<file path="config.mk">
export PLATFORM = sky130hd
export DESIGN_NAME = param_stack_queue_flat
export DESIGN_NICKNAME = d
export VERILOG_FILES = /design/src/rtl/param_stack_queue_if.sv /design/src/rtl/param_stack_queue.sv /design/src/flat_wrapper.sv
export SDC_FILE = /design/constraint.sdc
export NUM_CORES = 1
export LEC_CHECK = 0
export ABC_AREA = 1
export CAP_MARGIN = 20
export CORE_MARGIN = 5
export CORE_UTILIZATION = 53
export CTS_CLUSTER_SIZE = 25
export DETAILED_ROUTE_END_ITERATION = 10
export PLACE_DENSITY = 0.79
export SLEW_MARGIN = 20
export SYNTH_ARGS = -nofsm -noshare
export SYNTH_HDL_FRONTEND = slang
export SYNTH_SLANG_ARGS = --single-unit
</file>
<file path="constraint.sdc">
create_clock -name clk -period 1.5 [get_ports clk]
set_input_delay 0.45 -clock clk [delete_from_list [all_inputs] [get_ports clk]]
set_output_delay 0.45 -clock clk [all_outputs]
set_load 0.01 [all_outputs]
</file>
<file path="src/rtl/param_stack_queue_if.sv">
// ============================================================================
// Module      : param_stack_queue_if
// Description : Handshake/status bundle for param_stack_queue. Optional
//               peek ports appear when PSQ_PEEK_EN is defined.
// Revision    : 1.0 - initial release
// ============================================================================
`default_nettype none

interface param_stack_queue_if #(
    parameter int WIDTH = 8,
    parameter int DEPTH = 4
);
    localparam int CW = $clog2(DEPTH + 1);

    logic             push;
    logic             pop;
    logic             mode;
    logic [WIDTH-1:0] din;
    logic [WIDTH-1:0] dout;
    logic             dout_valid;
    logic [CW-1:0]    count;
    logic             full;
    logic             empty;
    logic             overflow;
    logic             underflow;
`ifdef PSQ_PEEK_EN
    logic [WIDTH-1:0] peek;
    logic [WIDTH-1:0] peek_deep;
`endif

    modport master (
        output push, pop, mode, din,
        input  dout, dout_valid, count, full, empty, overflow, underflow
`ifdef PSQ_PEEK_EN
        , input peek, peek_deep
`endif
    );

    modport slave (
        input  push, pop, mode, din,
        output dout, dout_valid, count, full, empty, overflow, underflow
`ifdef PSQ_PEEK_EN
        , output peek, peek_deep
`endif
    );
endinterface

`default_nettype wire

</file>
<file path="src/rtl/param_stack_queue.sv">
// ============================================================================
// Module      : param_stack_queue
// Description : DEPTH x WIDTH store with runtime LIFO/FIFO pop discipline.
//               Define PSQ_PEEK_EN to add combinational peek/peek_deep.
// Revision    : 1.0 - initial release
// ============================================================================
`default_nettype none

module param_stack_queue #(
    parameter int WIDTH = 8,
    parameter int DEPTH = 4
) (
    input  wire logic          clk,
    input  wire logic          rstn,
    param_stack_queue_if.slave bus
);
    localparam int CW = $clog2(DEPTH + 1);
    localparam logic [CW-1:0] c_depth = CW'(DEPTH);

    logic [WIDTH-1:0] r_mem [DEPTH];
    logic [CW-1:0]    r_count;
    logic [WIDTH-1:0] r_dout;
    logic             r_dout_valid;
    logic             r_overflow;
    logic             r_underflow;

    logic [WIDTH-1:0] w_mem_nxt [DEPTH];
    logic [CW-1:0]    w_count_nxt;
    logic [WIDTH-1:0] w_dout_nxt;
    logic             w_valid_nxt;
    logic             w_ovf_nxt;
    logic             w_unf_nxt;
    logic             w_empty;
    logic             w_full;
    logic [CW-1:0]    w_top;
    logic [WIDTH-1:0] w_newest;

    assign w_empty = (r_count == '0);
    assign w_full  = (r_count == c_depth);
    assign w_top   = r_count - CW'(1);

    always_comb begin
        w_newest = '0;
        for (int i = 0; i < DEPTH; i++) begin
            if (CW'(i) == w_top) begin
                w_newest = r_mem[i];
            end
        end
    end

    always_comb begin
        w_mem_nxt   = r_mem;
        w_count_nxt = r_count;
        w_dout_nxt  = r_dout;
        w_valid_nxt = 1'b0;
        w_ovf_nxt   = 1'b0;
        w_unf_nxt   = 1'b0;

        if (bus.push && bus.pop) begin
            w_valid_nxt = 1'b1;
            if (w_empty) begin
                w_dout_nxt = bus.din;
            end else begin
                w_dout_nxt = bus.mode ? r_mem[0] : w_newest;
                if (bus.mode) begin
                    for (int i = 0; i < DEPTH - 1; i++) begin
                        w_mem_nxt[i] = r_mem[i+1];
                    end
                    w_mem_nxt[DEPTH-1] = '0;
                end
                // Both disciplines end with din occupying the newest slot
                for (int i = 0; i < DEPTH; i++) begin
                    if (CW'(i) == w_top) begin
                        w_mem_nxt[i] = bus.din;
                    end
                end
            end
        end else if (bus.push) begin
            if (w_full) begin
                w_ovf_nxt = 1'b1;
            end else begin
                for (int i = 0; i < DEPTH; i++) begin
                    if (CW'(i) == r_count) begin
                        w_mem_nxt[i] = bus.din;
                    end
                end
                w_count_nxt = r_count + CW'(1);
            end
        end else if (bus.pop) begin
            if (w_empty) begin
                w_unf_nxt = 1'b1;
            end else begin
                w_valid_nxt = 1'b1;
                w_count_nxt = w_top;
                w_dout_nxt  = bus.mode ? r_mem[0] : w_newest;
                if (bus.mode) begin
                    for (int i = 0; i < DEPTH - 1; i++) begin
                        w_mem_nxt[i] = r_mem[i+1];
                    end
                    w_mem_nxt[DEPTH-1] = '0;
                end
                for (int i = 0; i < DEPTH; i++) begin
                    if (CW'(i) == w_top) begin
                        w_mem_nxt[i] = '0;
                    end
                end
            end
        end
    end

    always_ff @(posedge clk or negedge rstn) begin
        if (!rstn) begin
            for (int i = 0; i < DEPTH; i++) begin
                r_mem[i] <= '0;
            end
            r_count      <= '0;
            r_dout       <= '0;
            r_dout_valid <= 1'b0;
            r_overflow   <= 1'b0;
            r_underflow  <= 1'b0;
        end else begin
            r_mem        <= w_mem_nxt;
            r_count      <= w_count_nxt;
            r_dout       <= w_dout_nxt;
            r_dout_valid <= w_valid_nxt;
            r_overflow   <= w_ovf_nxt;
            r_underflow  <= w_unf_nxt;
        end
    end

    assign bus.dout       = r_dout;
    assign bus.dout_valid = r_dout_valid;
    assign bus.count      = r_count;
    assign bus.full       = w_full;
    assign bus.empty      = w_empty;
    assign bus.overflow   = r_overflow;
    assign bus.underflow  = r_underflow;

`ifdef PSQ_PEEK_EN
    logic [CW-1:0]    w_top2;
    logic [WIDTH-1:0] w_below_newest;

    assign w_top2 = r_count - CW'(2);

    always_comb begin
        w_below_newest = '0;
        for (int i = 0; i < DEPTH; i++) begin
            if (CW'(i) == w_top2) begin
                w_below_newest = r_mem[i];
            end
        end
    end

    assign bus.peek      = w_empty ? '0 : (bus.mode ? r_mem[0] : w_newest);
    assign bus.peek_deep = (r_count < CW'(2)) ? '0
                         : (bus.mode ? r_mem[1] : w_below_newest);
`endif

endmodule

`default_nettype wire

</file>
<file path="src/flat_wrapper.sv">
// flat-port wrapper written by rule: the top's interface ports become plain ports
module param_stack_queue_flat 
#(
    parameter int WIDTH = 8,
    parameter int DEPTH = 4
)
  (clk, rstn, bus_push, bus_pop, bus_mode, bus_din, bus_dout, bus_dout_valid, bus_count, bus_full, bus_empty, bus_overflow, bus_underflow);
  param_stack_queue_if #(.WIDTH(WIDTH), .DEPTH(DEPTH)) bus_i ();
  input  wire logic clk;
  input  wire logic rstn;
  input wire logic [$bits(bus_i.push)-1:0] bus_push;
  input wire logic [$bits(bus_i.pop)-1:0] bus_pop;
  input wire logic [$bits(bus_i.mode)-1:0] bus_mode;
  input wire logic [$bits(bus_i.din)-1:0] bus_din;
  output wire logic [$bits(bus_i.dout)-1:0] bus_dout;
  output wire logic [$bits(bus_i.dout_valid)-1:0] bus_dout_valid;
  output wire logic [$bits(bus_i.count)-1:0] bus_count;
  output wire logic [$bits(bus_i.full)-1:0] bus_full;
  output wire logic [$bits(bus_i.empty)-1:0] bus_empty;
  output wire logic [$bits(bus_i.overflow)-1:0] bus_overflow;
  output wire logic [$bits(bus_i.underflow)-1:0] bus_underflow;
  assign bus_i.push = bus_push;
  assign bus_i.pop = bus_pop;
  assign bus_i.mode = bus_mode;
  assign bus_i.din = bus_din;
  assign bus_dout = bus_i.dout;
  assign bus_dout_valid = bus_i.dout_valid;
  assign bus_count = bus_i.count;
  assign bus_full = bus_i.full;
  assign bus_empty = bus_i.empty;
  assign bus_overflow = bus_i.overflow;
  assign bus_underflow = bus_i.underflow;
  param_stack_queue #(.WIDTH(WIDTH), .DEPTH(DEPTH)) u_core (.clk(clk), .rstn(rstn), .bus(bus_i));
endmodule
</file>
==> results of run 1 <==
worst max-delay path: stages (launching register included):
cell	delay, ps
dfrtp_1	380
inv_2	70
buf_6	120
ha_4	170
inv_2	50
nand2_2	60
nand2_4	110
buf_6	150
nand2_8	90
buf_6	150
nand2_1	60
nand2_1	70
nand2_1	80
nand2_1	80
nand2_1	100
nand2_1	50
final timing paths:
path | endpoint | slack (ps) | cells past startpoint
min in group clk | u_core.bus.dout[2]$_DFFE_PN0P_ | 500 | 2
max in group asynchronous | u_core.r_mem[12]$_DFFE_PN0P_ | 940 | 2
worst max register to register | u_core.bus.dout[1]$_DFFE_PN0P_ | -380 | 15
worst max-delay path | u_core.bus.dout[1]$_DFFE_PN0P_ | -380 | 15
worst min-delay path | u_core.r_mem[23]$_DFFE_PN0P_ | 50 | 1
worst min register to register | u_core.bus.dout[2]$_DFFE_PN0P_ | 500 | 2
cell usage in the layout (no fill, tap or decap), drive strengths merged:
cell type / count
dfrtp: 46
o21ai: 80
clkbuf: 6
inv: 68
xor2: 1
clkinvlp: 1
nand4: 6
ha: 6
o2111ai: 7
nand3: 34
nor2: 39
nor3: 8
clkdlybuf4s50: 10
bufinv: 1
buf: 81
dlygate4sd2: 13
xnor2: 1
a21oi: 20
nand2: 142
a31oi: 1
diode: 1
where the power goes:
part	internal [uW]	switching [uW]
clock network	499	482
logic	2700	3600
registers	1780	549
total	4980	4630
repair_timing:
action                     CTS  global route
setup endpoints to repair   59            47
setup buffers               10             5
resized for setup           96            67
pin swaps                   10            30
gates cloned                 1             1
synth_stat cells, drive strengths merged:
cell,count,area [um^2]
a21oi,20,115
a31oi,1,12.5
buf,15,119
clkbuf,9,33.8
dfrtp,46,1150
ha,6,75.1
inv,68,255
nand2,141,552
nand3,34,170
nand4,6,37.5
nor2,39,164
nor3,8,40.0
o2111ai,7,61.3
o21ai,80,404
xnor2,1,8.76
xor2,1,8.76
cell type report:
type	count	area [um^2]
clock buffers	6	72.6
clock inverters	2	37.5
multi-input cells	345	2010
fillers	344	1260
flip-flops and latches	46	1150
well taps	75	93.8
repair buffers	104	1020
diodes	1	2.50
inverters	68	268
registers in the layout (all words and copies together) (netlist names):
name	count
u_core.bus.dout_valid	1
u_core.bus.underflow	1
u_core.bus.count	3
u_core.bus.dout	8
u_core.r_mem	32
u_core.bus.overflow	1
kinds of logic after synthesis:
family | Yosys count
AO/OA/AOI/OAI | 108
XOR/XNOR | 2
adder cells (fa/ha/maj) | 6
buffers and inverters | 92
flip-flops | 46
AND/OR/NAND/NOR | 228
metal layers:
layer / GRT usage [%] / vias up / share of wire (%)
li1: - / 1725 / -
met3: 7.15 / 103 / 12
met5: 0 / - / 0
met1: 39.8 / 1855 / 36
met2: 50.5 / 327 / 46
met4: 13.9 / 0 / 6.4
metrics by stage:
stage	cell area, um^2	total power [uW]	worst slack (ps)	TNS (ps)
6_report	4660	9610	-379	-12080
5_1_grt	4660	10100	-455	-16870
4_1_cts	4380	8540	-231	-6860
3_5_place_dp	4010	6810	-531	-19410
3_3_place_gp	4010	6670	-468	-17800
2_1_floorplan	3300	5020	-85.2	-2120
==> impl_metrics.ini, run 1 <==
[route]
initialDrtViolationCount = 677
ant_nets = 0
drc = 0
vias = 4010
via_per_inst = 6.20
drtPass1Iterations = 7
wire_per_inst_um = 19.5
wl_um = 12600

[clocking]
ctsHoldBuffers = 0
cts_buffers = 5
cts_tree = yes
insertion_delay_ps = 320
cts.clk_slew.worst_paths_ps = 110
htreeDepth = 2
clock_path_buffers = 2
root_buffer = clkbuf_8
cts_sinks = 46

[sta]
fin_crit_ps = 1880
fin_skew_ps = 17.7
report.final.slew_viol_count = 0
rsz0062_at_grt = true
relSlewSlack_pct = 73.3
worst_slew_pin_slew_ps = 400
fmaxAchievable_ghz = 0.532
setup_viol = 48
final_hold_viol_count = 0
finalCritPeriodShare_pct = 125
fin_hold_ws_ps = 53.3
timing.final.ws_setup_ps = -379

[pwr]
ir_drop_mv = 1.54
p_per_area_nw_per_um2 = 2060
leakagePower_uw = 0.00237

[setup_path]
worstSetupPathType = reg -> reg
cp.arrival_ps = 2100
crit_required_ps = 1720
endpoint_kind = flop
critPathLaunchType = flop
setup.worst_path.start = u_core.bus.count[1]$_DFFE_PN0P_
cp_max_fo = 7
r2r-start = u_core.bus.count[1]$_DFFE_PN0P_

[die]
io_pins = 29
start_util_pct = 54.2
row_count = 28
die_w_um = 87.8
core_area_um2 = 5920
die_h_um = 87.8
dieArea_um2 = 7710

[synth]
ys_seq_elements = 46
synth_fp_nets = 501
avgSynthCellArea_um2 = 6.66
synth-xor-area-share_pct = 0.546
synth-compound-area-share_pct = 18.5
yosys_warnings = 0
yosys.area_share.simple_pct = 30.0
netlist_area_um2 = 3210
yosysSeqAreaShare_pct = 35.9
synth_top_family_by_area = simple AND/OR/NAND/NOR gates
synth.distinct_cells = 27
synthMuxAreaShare_pct = 0
syn-instance-count = 482
synth_fa_ha_area_share_pct = 2.34

[hold_path]
hold_path_class = in -> async

[placement]
hpwl_um = 7630
portBuffers = 28
place_congestion = 0.971
dpl.cell_count = 622

[finish]
stdcell_count = 647
nets = 589
drive_gt1_share_pct = 32.2
synthToLayoutAreaGrowth_pct = 45.4
final_core_util_pct = 78.8

[run_status]
status = finished with violations
violations = setup timing

[grt]
grt_usage_pct = 31.2
grt_pass1_wl_um = 18600
antenna_found_initial = 1
grt_pass1_vias = 3748
grt_overflow_total = 0
grt_max_degree = 33

[run]
drv_cap = 0
Note: power is estimated with default switching activity, not from simulation.
==> inputs of run 2 (changes only) <==
Settings changed: CORE_MARGIN 5 to 2, GPL_TIMING_DRIVEN from default to 0, SLEW_MARGIN 20 to 40.
==> impl_metrics.ini, run 2 (synthesized netlist as in run 1, its figures left out) <==
[sta]
fin_crit_ps = 2010
fin_skew_ps = 12.4
timing.final.ws_setup_ps = -514
setup_viol = 46
report.final.slew_viol_count = 0
fin_hold_ws_ps = -5.82
rsz0062_at_grt = true
worst_slew_pin_slew_ps = 665
final_hold_viol_count = 16
finalCritPeriodShare_pct = 134
fmaxAchievable_ghz = 0.496
relSlewSlack_pct = 55.7

[run_status]
status = finished with violations
violations = hold timing, setup timing

[clocking]
cts.clk_slew.worst_paths_ps = 100
cts_tree = yes
cts_buffers = 5
ctsHoldBuffers = 0
root_buffer = clkbuf_8
htreeDepth = 2
cts_sinks = 46
clock_path_buffers = 2
insertion_delay_ps = 320

[finish]
top_register = u_core.r_mem
final_cell_mix = nand2_1 (101), inv_1 (53), dfrtp_1 (44)
fin_area_um2 = 4910
fill_cells = 312
synthToLayoutAreaGrowth_pct = 53.2
n_antenna_cell = 0
largest_reg_flops = 32
final_common_cell = nand2_1
nets = 579
drive_gt1_share_pct = 36.7

[placement]
hpwl_um = 7510
place_ws_ps = -840
portBuffers = 27
place_congestion = 0.953
dpl-instance-area_um2 = 3680

[setup_path]
crit_required_ps = 1720
worstSetupPathType = reg -> reg
cp.arrival_ps = 2240
crit_top_cell = nand2_1
crit_chain = inv_2 -> buf_6 -> ha_4 -> inv_2 -> nand2_2 -> nand2_4 -> buf_12 -> nand2_8 -> buf_8 -> o21ai_2 -> inv_1 -> nand2_1 -> nand2_1 -> nand2_2 -> nand2_1
cp_max_fo = 5
r2r-start = u_core.bus.count[1]$_DFFE_PN0P_
crit_family = buffers and inverters
endpoint_kind = flop
reg2reg_depth = 15
r2r_slack_ps = -510
path_buf_inv = 6
max_stage_delay_ps = 380
critPathLaunchType = flop
critPathSlowestCell = dfrtp_1
r2r_end = u_core.bus.dout[7]$_DFFE_PN0P_

[grt]
grt_pass1_wl_um = 18500
grt_pass1_vias = 3611
grt_usage_pct = 37.2
grt_max_degree = 29
antenna_found_initial = 0
grt_overflow_total = 0

[die]
row_count = 28
die_w_um = 81.8
io_pins = 29
die_h_um = 81.8
core_area_um2 = 5890
start_util_pct = 54.5
dieArea_um2 = 6690

[route]
drc = 0
wire_per_inst_um = 21.9
maxUsedRoutingLayer = met4
met2_wirelength_um = 6160
wl_um = 14000
via_per_inst = 6.52
wl_met1_um = 4950
vias = 4146
drtPass1Iterations = 6
wl_met3_um = 1760
ant_nets = 0
initialDrtViolationCount = 703

[pwr]
leakagePower_uw = 0.00239
p_per_area_nw_per_um2 = 2180
ir_drop_mv = 1.73

[run]
drv_cap = 0

[hold_path]
hold_path_class = in -> async
## run 2: layout make-up
| class | count | area [um^2] | area share [%] |
|---|---|---|---|
| Buffer | 24 | 243 | 4.94 |
| Clock buffer | 5 | 68.8 | 1.40 |
| Clock inverter | 3 | 25.0 | 0.509 |
| Inverter | 68 | 303 | 6.16 |
| Multi-Input combinational cell | 344 | 2240 | 45.7 |
| Sequential cell | 46 | 1150 | 23.5 |
| Tap cell | 75 | 93.8 | 1.91 |
| Timing Repair Buffer | 71 | 783 | 15.9 |
## run 2: layer usage
metal	up-vias	track usage, %
met3	140	10.3
li1	1710	-
met4	0	17.2
met2	399	59.4
met5	-	0
met1	1897	46.7
## run 2: stage by stage
stage	TNS, ps	hold WS, ps	utilization [%]	cells	power [uW]
finish	-13350	-5.82	83.5	636	10700
global route	-15810	15.6	83.5	636	11100
CTS	-8790	8.72	75.5	625	9080
detailed placement	-30900	347	62.5	585	6310
global placement	-94860	464	62.2	584	6230
floorplan	-2120	154	-	482	5020
## run 2: how the worst max path moves through the flow
stage	from	to	slack, ps	cells after the start
after global routing	u_core.bus.count[1]$_DFFE_PN0P_	u_core.bus.dout[7]$_DFFE_PN0P_	-520	15
after global placement	rstn	u_core.bus.count[0]$_DFFE_PN0P_	-1570	1
after detailed placement	bus_mode	u_core.r_mem[21]$_DFFE_PN0P_	-840	7
final	u_core.bus.count[1]$_DFFE_PN0P_	u_core.bus.dout[7]$_DFFE_PN0P_	-510	15
after floorplan	u_core.bus.count[0]$_DFFE_PN0P_	u_core.bus.dout[3]$_DFFE_PN0P_	-90	13
after CTS	u_core.bus.count[1]$_DFFE_PN0P_	bus_empty	-270	6
## run 2: report_power, final
group,internal (uW),switching [uW]
clock network,338,509
logic,3300,4260
registers,1780,538
## run 2: timing repair
| action | CTS | global route |
|---|---|---|
| setup endpoints to repair | 61 | 47 |
| resized for setup | 156 | 101 |
| pin swaps | 29 | 44 |
| buffers inserted | 25 | 11 |
| cloned | 7 | 0 |
